File: src/rtl/proc_pkg.sv
// Shared definitions for the multi-cycle ADD/LW/SW core: opcodes, FSM states,
// ALU control codes and instruction field positions.
package proc_pkg;

  localparam logic [5:0] OP_ADD = 6'b000001;
  localparam logic [5:0] OP_LW  = 6'b000010;
  localparam logic [5:0] OP_SW  = 6'b000100;

  typedef enum logic [2:0] {
    S_IDLE,
    S_DECODE,
    S_EXEC,
    S_MEM,
    S_WB
  } state_t;

  typedef enum logic [2:0] {
    ALU_AND = 3'b000,
    ALU_OR  = 3'b001,
    ALU_ADD = 3'b010
  } alu_ctrl_t;

  // Instruction fields: A = rd (ADD) / rt (LW,SW), B = rs, C = rt (ADD only)
  localparam int unsigned OP_MSB  = 31;
  localparam int unsigned OP_LSB  = 26;
  localparam int unsigned FA_MSB  = 25;
  localparam int unsigned FA_LSB  = 21;
  localparam int unsigned FB_MSB  = 20;
  localparam int unsigned FB_LSB  = 16;
  localparam int unsigned FC_MSB  = 15;
  localparam int unsigned FC_LSB  = 11;
  localparam int unsigned IMM_MSB = 15;
  localparam int unsigned IMM_LSB = 0;

endpackage

File: src/rtl/regfile.sv
// Register file: two asynchronous operand reads, one debug read, one
// synchronous write, asynchronous active-low clear. Optional hardwired r0.
module regfile #(
  parameter int unsigned DATA_W    = 32,
  parameter int unsigned REG_N     = 32,
  parameter int unsigned ZERO_REG0 = 0,
  localparam int unsigned AW       = $clog2(REG_N)
) (
  input  logic              clk,
  input  logic              rst,
  input  logic [AW-1:0]     ra_addr,
  output logic [DATA_W-1:0] ra_data,
  input  logic [AW-1:0]     rb_addr,
  output logic [DATA_W-1:0] rb_data,
  input  logic [AW-1:0]     dbg_addr,
  output logic [DATA_W-1:0] dbg_data,
  input  logic              we,
  input  logic [AW-1:0]     wa,
  input  logic [DATA_W-1:0] wd
);

  // Sized to the full index space so out-of-range debug reads return the
  // cleared value; the core never writes an index of REG_N or above.
  logic [DATA_W-1:0] regs [2**AW];

  // Register storage: clear on reset, write port on the rising edge
  always_ff @(posedge clk or negedge rst) begin
    if (!rst) begin
      for (int unsigned i = 0; i < 2**AW; i++) regs[i] <= '0;
    end else if (we && !(ZERO_REG0 != 0 && wa == '0)) begin
      regs[wa] <= wd;
    end
  end

  // Asynchronous read ports with optional r0 forced to zero
  always_comb begin
    ra_data  = regs[ra_addr];
    rb_data  = regs[rb_addr];
    dbg_data = regs[dbg_addr];
    if (ZERO_REG0 != 0) begin
      if (ra_addr == '0)  ra_data  = '0;
      if (rb_addr == '0)  rb_data  = '0;
      if (dbg_addr == '0) dbg_data = '0;
    end
  end

endmodule

File: src/rtl/multicycle_core.sv
// Multi-cycle ADD/LW/SW core: IR latch, register file, data memory and a
// five-state control FSM (IDLE/DECODE/EXEC/MEM/WB).
module multicycle_core
  import proc_pkg::*;
#(
  parameter int unsigned DATA_W    = 32,
  parameter int unsigned REG_N     = 32,
  parameter int unsigned MEM_DEPTH = 16,
  parameter int unsigned ZERO_REG0 = 0
) (
  input  logic                     clk,
  input  logic                     rst,
  input  logic                     instr_valid,
  output logic                     instr_ready,
  input  logic [31:0]              instr,
  output logic                     retire,
  output logic                     illegal,
  output logic [DATA_W-1:0]        data_out,
  output logic                     busy,
  input  logic [$clog2(REG_N)-1:0] dbg_addr,
  output logic [DATA_W-1:0]        dbg_data
);

  localparam int unsigned RA_W = $clog2(REG_N);
  localparam int unsigned MA_W = $clog2(MEM_DEPTH);

  state_t            state, state_nx;
  logic [31:0]       ir;
  logic [DATA_W-1:0] op_a, op_b, alu_out, mdr;
  logic [DATA_W-1:0] mem [MEM_DEPTH];

  logic [5:0]        opcode;
  logic [4:0]        f_a, f_b, f_c;
  logic              is_add, is_lw, is_sw, legal;
  logic [DATA_W-1:0] imm_ext, alu_in_b, alu_res, rf_a, rf_b, wb_data;
  alu_ctrl_t         alu_ctrl;
  logic [MA_W-1:0]   mem_addr;
  logic              rf_we;

  function automatic logic idx_ok(input logic [4:0] idx);
    return 32'(idx) < REG_N;
  endfunction

  // Instruction field decode and legality check from the latched IR
  always_comb begin
    opcode  = ir[OP_MSB:OP_LSB];
    f_a     = ir[FA_MSB:FA_LSB];
    f_b     = ir[FB_MSB:FB_LSB];
    f_c     = ir[FC_MSB:FC_LSB];
    is_add  = (opcode == OP_ADD);
    is_lw   = (opcode == OP_LW);
    is_sw   = (opcode == OP_SW);
    imm_ext = DATA_W'($signed(ir[IMM_MSB:IMM_LSB]));
    legal   = (is_add && idx_ok(f_a) && idx_ok(f_b) && idx_ok(f_c)) ||
              ((is_lw || is_sw) && idx_ok(f_a) && idx_ok(f_b));
  end

  // ALU: every legal instruction uses addition (sum or effective address)
  always_comb begin
    alu_ctrl = ALU_ADD;
    alu_in_b = is_add ? op_b : imm_ext;
    case (alu_ctrl)
      ALU_AND: alu_res = op_a & alu_in_b;
      ALU_OR:  alu_res = op_a | alu_in_b;
      ALU_ADD: alu_res = op_a + alu_in_b;
      default: alu_res = '0;
    endcase
  end

  // Writeback path: rd and rt share the A field, so one write index suffices
  always_comb begin
    mem_addr = alu_out[MA_W-1:0];
    rf_we    = (state == S_WB);
    wb_data  = is_add ? alu_out : mdr;
  end

  regfile #(
    .DATA_W    (DATA_W),
    .REG_N     (REG_N),
    .ZERO_REG0 (ZERO_REG0)
  ) u_regfile (
    .clk      (clk),
    .rst      (rst),
    .ra_addr  (f_b[RA_W-1:0]),
    .ra_data  (rf_a),
    .rb_addr  (is_add ? f_c[RA_W-1:0] : f_a[RA_W-1:0]),
    .rb_data  (rf_b),
    .dbg_addr (dbg_addr),
    .dbg_data (dbg_data),
    .we       (rf_we),
    .wa       (f_a[RA_W-1:0]),
    .wd       (wb_data)
  );

  // FSM state register
  always_ff @(posedge clk or negedge rst) begin
    if (!rst) state <= S_IDLE;
    else      state <= state_nx;
  end

  // Next-state and handshake/retire outputs
  always_comb begin
    state_nx    = state;
    instr_ready = 1'b0;
    busy        = 1'b1;
    retire      = 1'b0;
    illegal     = 1'b0;
    case (state)
      S_IDLE: begin
        busy        = 1'b0;
        instr_ready = rst;
        if (instr_valid) state_nx = S_DECODE;
      end
      S_DECODE: begin
        if (legal) begin
          state_nx = S_EXEC;
        end else begin
          retire   = 1'b1;
          illegal  = 1'b1;
          state_nx = S_IDLE;
        end
      end
      S_EXEC: state_nx = is_add ? S_WB : S_MEM;
      S_MEM: begin
        if (is_lw) begin
          state_nx = S_WB;
        end else begin
          retire   = 1'b1;
          state_nx = S_IDLE;
        end
      end
      S_WB: begin
        retire   = 1'b1;
        state_nx = S_IDLE;
      end
      default: state_nx = S_IDLE;
    endcase
  end

  // Datapath registers: IR, operand latches, ALU result, MDR, data_out
  always_ff @(posedge clk or negedge rst) begin
    if (!rst) begin
      ir       <= '0;
      op_a     <= '0;
      op_b     <= '0;
      alu_out  <= '0;
      mdr      <= '0;
      data_out <= '0;
    end else begin
      case (state)
        S_IDLE:   if (instr_valid) ir <= instr;
        S_DECODE: begin
          op_a <= rf_a;
          op_b <= rf_b;
        end
        S_EXEC:   alu_out <= alu_res;
        S_MEM: begin
          if (is_lw)      mdr      <= mem[mem_addr];
          else if (is_sw) data_out <= op_b;
        end
        S_WB:     data_out <= wb_data;
        default:  ;
      endcase
    end
  end

  // Data memory: reset to word index, written only at the end of an SW MEM cycle
  always_ff @(posedge clk or negedge rst) begin
    if (!rst) begin
      for (int unsigned i = 0; i < MEM_DEPTH; i++) mem[i] <= DATA_W'(i);
    end else if (state == S_MEM && is_sw) begin
      mem[mem_addr] <= op_b;
    end
  end

endmodule

File: config.mk
export PLATFORM = sky130hd
export DESIGN_NAME = multicycle_core
export DESIGN_NICKNAME = d
export VERILOG_FILES = /design/src/rtl/proc_pkg.sv /design/src/rtl/regfile.sv /design/src/rtl/multicycle_core.sv
export SDC_FILE = /design/constraint.sdc
export NUM_CORES = 2
export LEC_CHECK = 0
export ABC_CLOCK_PERIOD_IN_PS = 5400
export BUFFER_PORTS_ARGS = -buffer_cell sky130_fd_sc_hd__buf_2
export CORE_MARGIN = 2
export CORE_UTILIZATION = 30
export CTS_BUF_LIST = sky130_fd_sc_hd__clkbuf_16
export CTS_CLUSTER_SIZE = 10
export DETAILED_ROUTE_END_ITERATION = 10
export PLACE_DENSITY = 0.56
export SETUP_SLACK_MARGIN = 0.15
export SLEW_MARGIN = 20
export SYNTH_ARGS = -nofsm -noshare
export SYNTH_HDL_FRONTEND = slang
export SYNTH_SLANG_ARGS = --single-unit
File: constraint.sdc
create_clock -name clk -period 5.4 [get_ports clk]
set_input_delay 1.62 -clock clk [delete_from_list [all_inputs] [get_ports clk]]
set_output_delay 1.62 -clock clk [all_outputs]
set_load 0.02 [all_outputs]
== Word-level counts from Yosys, hierarchy flattened ==
Index checks and enable logic that the tools add are counted.

* Bitwise gates (word level): 5
* Equal/unequal tests: 10
* Order comparisons: 7
* Reduce and logical (&&, ||, !) cells: 10
* Add/sub/neg operators: 1
* Mux-type cells: 35

{| class="wikitable"
|+ Operators with widths
! kind !! number
|-
| $bwmux W1024 || 1
|-
| $bwmux W512 || 1
|-
| $bmux W32 S5 || 3
|-
| $mux W32 || 14
|-
| $demux W32 S5 || 1
|-
| $bmux W32 S4 || 1
|-
| $demux W32 S4 || 1
|-
| $pmux W32 S2 || 1
|-
| $add A32 B32 Y32 || 1
|-
| $ge A6 B6 Y1 const B || 4
|-
| $not A5 Y6 || 4
|-
| $pmux W3 S4 || 1
|-
| $mux W3 || 3
|-
| $eq A3 B2 Y1 const B || 2
|-
| $eq A6 B1 Y1 const B || 1
|-
| $eq A6 B2 Y1 const B || 1
|-
| $eq A6 B3 Y1 const B || 1
|-
| $lt A6 B1 Y1 const B || 1
|-
| $ne A2 B2 Y1 const B || 3
|-
| $ge A5 B5 Y1 const B || 1
|-
| $lt A5 B1 Y1 const B || 1
|-
| $mux W1 || 5
|-
| $mux W5 || 1
|-
| $not A4 Y5 || 1
|-
| 10 further kinds || 14
|}

* Output and inout bits: 68
* Bits in registers: 1731
* Input bits: 40

== Longest topological paths before layout ==
* Depth after elaboration: 6
* Depth in mapped cells: 19
* Depth with buffers taken out: 14

== Cells and area by module ==
Synthesis repeated with hierarchy kept, for this count alone.

* Cell total of the unflattened synthesis: 8154
* Area, all modules: 98231.7 um^2

{| class="wikitable"
|+ By module, submodules not included
! module !! cells an instance !! times used !! area an instance (um^2) !! sequential area each (um^2)
|-
| regfile || 5763 || 1 || 64992.3 || 25624.6
|-
| multicycle_core || 2391 || 1 || 33239.4 || 17732.0
|}

== Worst setup path before layout ==
No wires, ideal clock.

* Kind: input port to output port
* From: in dbg_addr[1]
* To: out dbg_data[16]
* Data required time: 3.780 ns
* Setup slack: -0.065 ns
* Arrival: 3.845 ns
* Stages: 6
* Path through: clkbuf_1 > clkbuf_1 > buf_1 > mux4_2 > mux4_2 > mux2_2

* Cells in the longest elaborated chain, start to end: 4

{| class="wikitable"
|+ Ends and longest elaborated chain
! element !! RTL line !! source
|-
| start, declared || multicycle_core.sv:20 || <nowiki>input logic [$clog2(REG_N)-1:0] dbg_addr,</nowiki>
|-
| $not A5 Y6 (implied by the code) || regfile.sv:39 || <nowiki>dbg_data = regs[dbg_addr];</nowiki>
|-
| $bmux W32 S5 || regfile.sv:39 ||
|-
| $mux W32 (implied by the code) (2 in a row) || regfile.sv:39 ||
|-
| end, declared || multicycle_core.sv:21 || <nowiki>output logic [DATA_W-1:0] dbg_data</nowiki>
|}

No other way between the ends. The select of a mux whose other input is x is not followed.

== Worst setup path after layout ==
* From: in dbg_addr[1]
* To: out dbg_data[4]

Same word-level chain as after synthesis.

==> results.toml <==
[synth]
synth_commonest_cells = "dfrtp_1 (1699), nand2_1 (1000), mux4_2 (928)"
syn_avg_cell_area_sq_um = 12.3
synth.most_common_cell = "dfrtp_1"
yosysUniqueCellTypes = 68
synth_area_sq_um = 93000
synth-seq-cells = 1731
ys_warn_count = 0
synth_ff_type = "dfrtp_1"
seq_area_frac_synth_pct = 46.6
synth.top_cell.area_share_pct = 45.7
syn-num-nets = 7660
synth_edf_count = 0
synthArstFlopShare_pct = 100
synth_largest_area_cell = "dfrtp_1"
synth_cells = 7585
yosys-top-cells-area = "dfrtp_1 (46%), mux4_2 (22%), mux2_2 (5.7%)"

[placed_design]
hpwl_mm = 201
io_buffers = 107
post-place-cells = 11300
detailed_place.area_sq_um = 98800
place.gp.congestion = 0.878

[worst_setup_path]
worstPathRequired_ps = 3780
crit_arrival_ps = 3660
cp-end-kind = "primary output"
setup.worst_path.class = "in -> out"
r2r_cells = 14
critPathLaunchType = "primary input"
critical-path-max-stage-delay_ps = 500
worstPathMaxFanout = 7
path_cells = "clkbuf_16, buf_12, buf_16, mux4_2, mux4_2, mux2_4, buf_2"
cp_common_cell = "mux4_2"
worstReg2RegStart = "ir[29]"
regToRegEndpoint = "alu_out[28]"
startpoint = "dbg_addr[1]"
r2r_setup_slack_ps = 740
cp_slowest_cell = "mux4_2"

[finish]
final_cell_area_sq_um = 106000
drive_gt1_share_pct = 29.3
area_growth_pct = 14.0
nNetsFinal = 7468
instances_no_fill = 11600

[pwr]
leakagePower_nw = 45.2
power_report.internal_total_mw = 24.8
power.share.clock_pct = 31.8
seqPwrFrac_pct = 37.8
power_switching_mw = 14.8
switching_share_pct = 37.3
vdd_drop_max_mv = 0.493
combPwrFrac_pct = 30.4
power-per-cell-area_nw_per_um2 = 373

[sta]
setup_viol = 0
rsz0062_at_grt = "true"
max_freq_mhz = 189
finClkSkew_ps = 70.8
min_period_over_period_pct = 97.9
fin_crit_ps = 5280
max_slew_margin_pct = 11.0
hold_viol_final = 0
holdWs_ps = 479
tns_ps = 0
maxSlewViolCount = 0
tightest_slew_ps = 1320

[floorplanning]
start_util_pct = 30.1
die_w_um = 561
core_sq_um = 309000
ios = 108
rows = 204
die_y_um = 561
dieArea_sq_um = 314000

[clock_tree]
cts_max_path_buffers = 3
clk_latency_ps = 870
clkSinkCount = 1731
cts_tree = "built"
clockRootBuffer = "clkbuf_16"
cts_buffers = 204
htreeDepth = 4
clkSlewWorstSetupHoldPaths_ps = 60

[global_route]
grt_max_degree = 182
grt_pass1_vias = 67900
gr-total-overflow = 0
track_usage_pct = 20.5
grt_pass1_wl_mm = 479
antenna_found_initial = 22

[outcome]
status = "completed"

[routing]
drtIter0Drc = 7887
wl_per_cell_um = 28.2
drc_errors = 0
wl_mm = 329
viasPerCell = 5.81
final_antenna_net_count = 0
first_pass_iters = 9
vias = 67500

[min_path]
min_path_type = "reg -> reg"
hold_end = "mem[148]"
hp-start = "mem[148]"
holdPathStages = 1

[flow_run]
cap_violations = 0
[critical path, delay by kind of cell]
kind                   cells  cell delay [ps]
muxes                      3             1330
buffers and inverters      4              680
[power groups by stage]
stage          combinational (mW)  sequential [mW]  clock [mW]
4_1_cts                      11.8             15.0        12.8
2_1_floorplan                8.04             14.0           0
3_3_place_gp                 11.6             15.2           0
5_1_grt                      12.5             15.1        13.4
6_report                     12.0             15.0        12.6
3_5_place_dp                 11.7             15.2           0
[cell type report]
cell class                      instances  area [sq um]
Inverter                               12          45.0
Antenna cell                           11          27.5
Clock buffer                          207          5180
Clock inverter                        110           728
Timing Repair Buffer                  384          4440
Sequential cell                      1731         43400
Tap cell                             4120          5150
Multi-Input combinational cell       5060         47100
Fill cell                           29800        203000
[layout by cell type (no fill, tap or decap), drive strengths merged, types with 10 or more instances in the layout]
cell type | Yosys | routed
inv | 12 | 79
a222oi | 31 | 31
nand2 | 1001 | 1001
clkinv | 0 | 37
mux4 | 928 | 928
ha | 34 | 34
mux2i | 231 | 231
xnor2 | 14 | 14
a31oi | 63 | 63
a21oi | 639 | 639
dfstp | 32 | 32
nand4 | 10 | 10
nor3 | 13 | 13
buf | 255 | 371
mux2 | 610 | 610
xor2 | 11 | 11
nand3 | 17 | 17
nor2 | 554 | 554
nor2b | 13 | 13
a221oi | 33 | 33
dfrtp | 1699 | 1699
and2 | 41 | 41
o21ai | 615 | 615
clkbuf | 527 | 220
a21o | 28 | 28
a32oi | 64 | 64
a211oi | 40 | 40
diode | 0 | 11
[state kept, by name, indices dropped and copies added (netlist names)]
name,count
alu_out,32
data_out,32
ir,32
mdr,32
mem,512
op_a,32
op_b,32
state,3
u_regfile.regs,1024
[logic make-up after synthesis]
kind of cell / after synthesis / share of synthesized area [%]
DFF: 1731 / 46.6
adders and majority gates: 35 / 0.479
xor gates and xnor gates: 25 / 0.235
buffers and inverters: 794 / 3.62
muxes: 1769 / 32.4
AOI/OAI and AO/OA: 1549 / 9.49
and+or+nand+nor: 1682 / 7.17
[layer usage]
layer | track usage [%] | routed length (um)
met5 | 0 | 57
met2 | 31.7 | 149000
met1 | 27.6 | 134000
met4 | 7.44 | 13000
met3 | 5.25 | 32700
[worst max-delay path by stage]
| stage | endpoint | slack (ps) | cells after the start |
|---|---|---|---|
| after floorplan | dbg_data[0] | 160 | 6 |
| after global placement | dbg_data[24] | -30 | 7 |
| after detailed placement | dbg_data[19] | -40 | 7 |
| after CTS | dbg_data[13] | 40 | 7 |
| after global routing | dbg_data[1] | 110 | 7 |
| final | dbg_data[4] | 120 | 7 |
[per-stage QoR]
stage / utilization, % / setup WS [ps] / power [mW]
2_1_floorplan: - / 163 / 22.1
4_1_cts: 34.0 / 43.3 / 39.6
3_3_place_gp: 32.0 / -33.4 / 26.8
6_report: 34.4 / 115 / 39.6
5_1_grt: 34.3 / 108 / 40.9
3_5_place_dp: 32.0 / -43.1 / 27.0
[repair_timing]
action / in CTS / in global routing
pin swaps: 0 / 0
buffers inserted: 5 / 2
hold buffers: 0 / 0
setup endpoints to repair: 30 / 30
resized for setup: 45 / 77
cloned: 5 / 14
(Power assumes the default switching activity.)
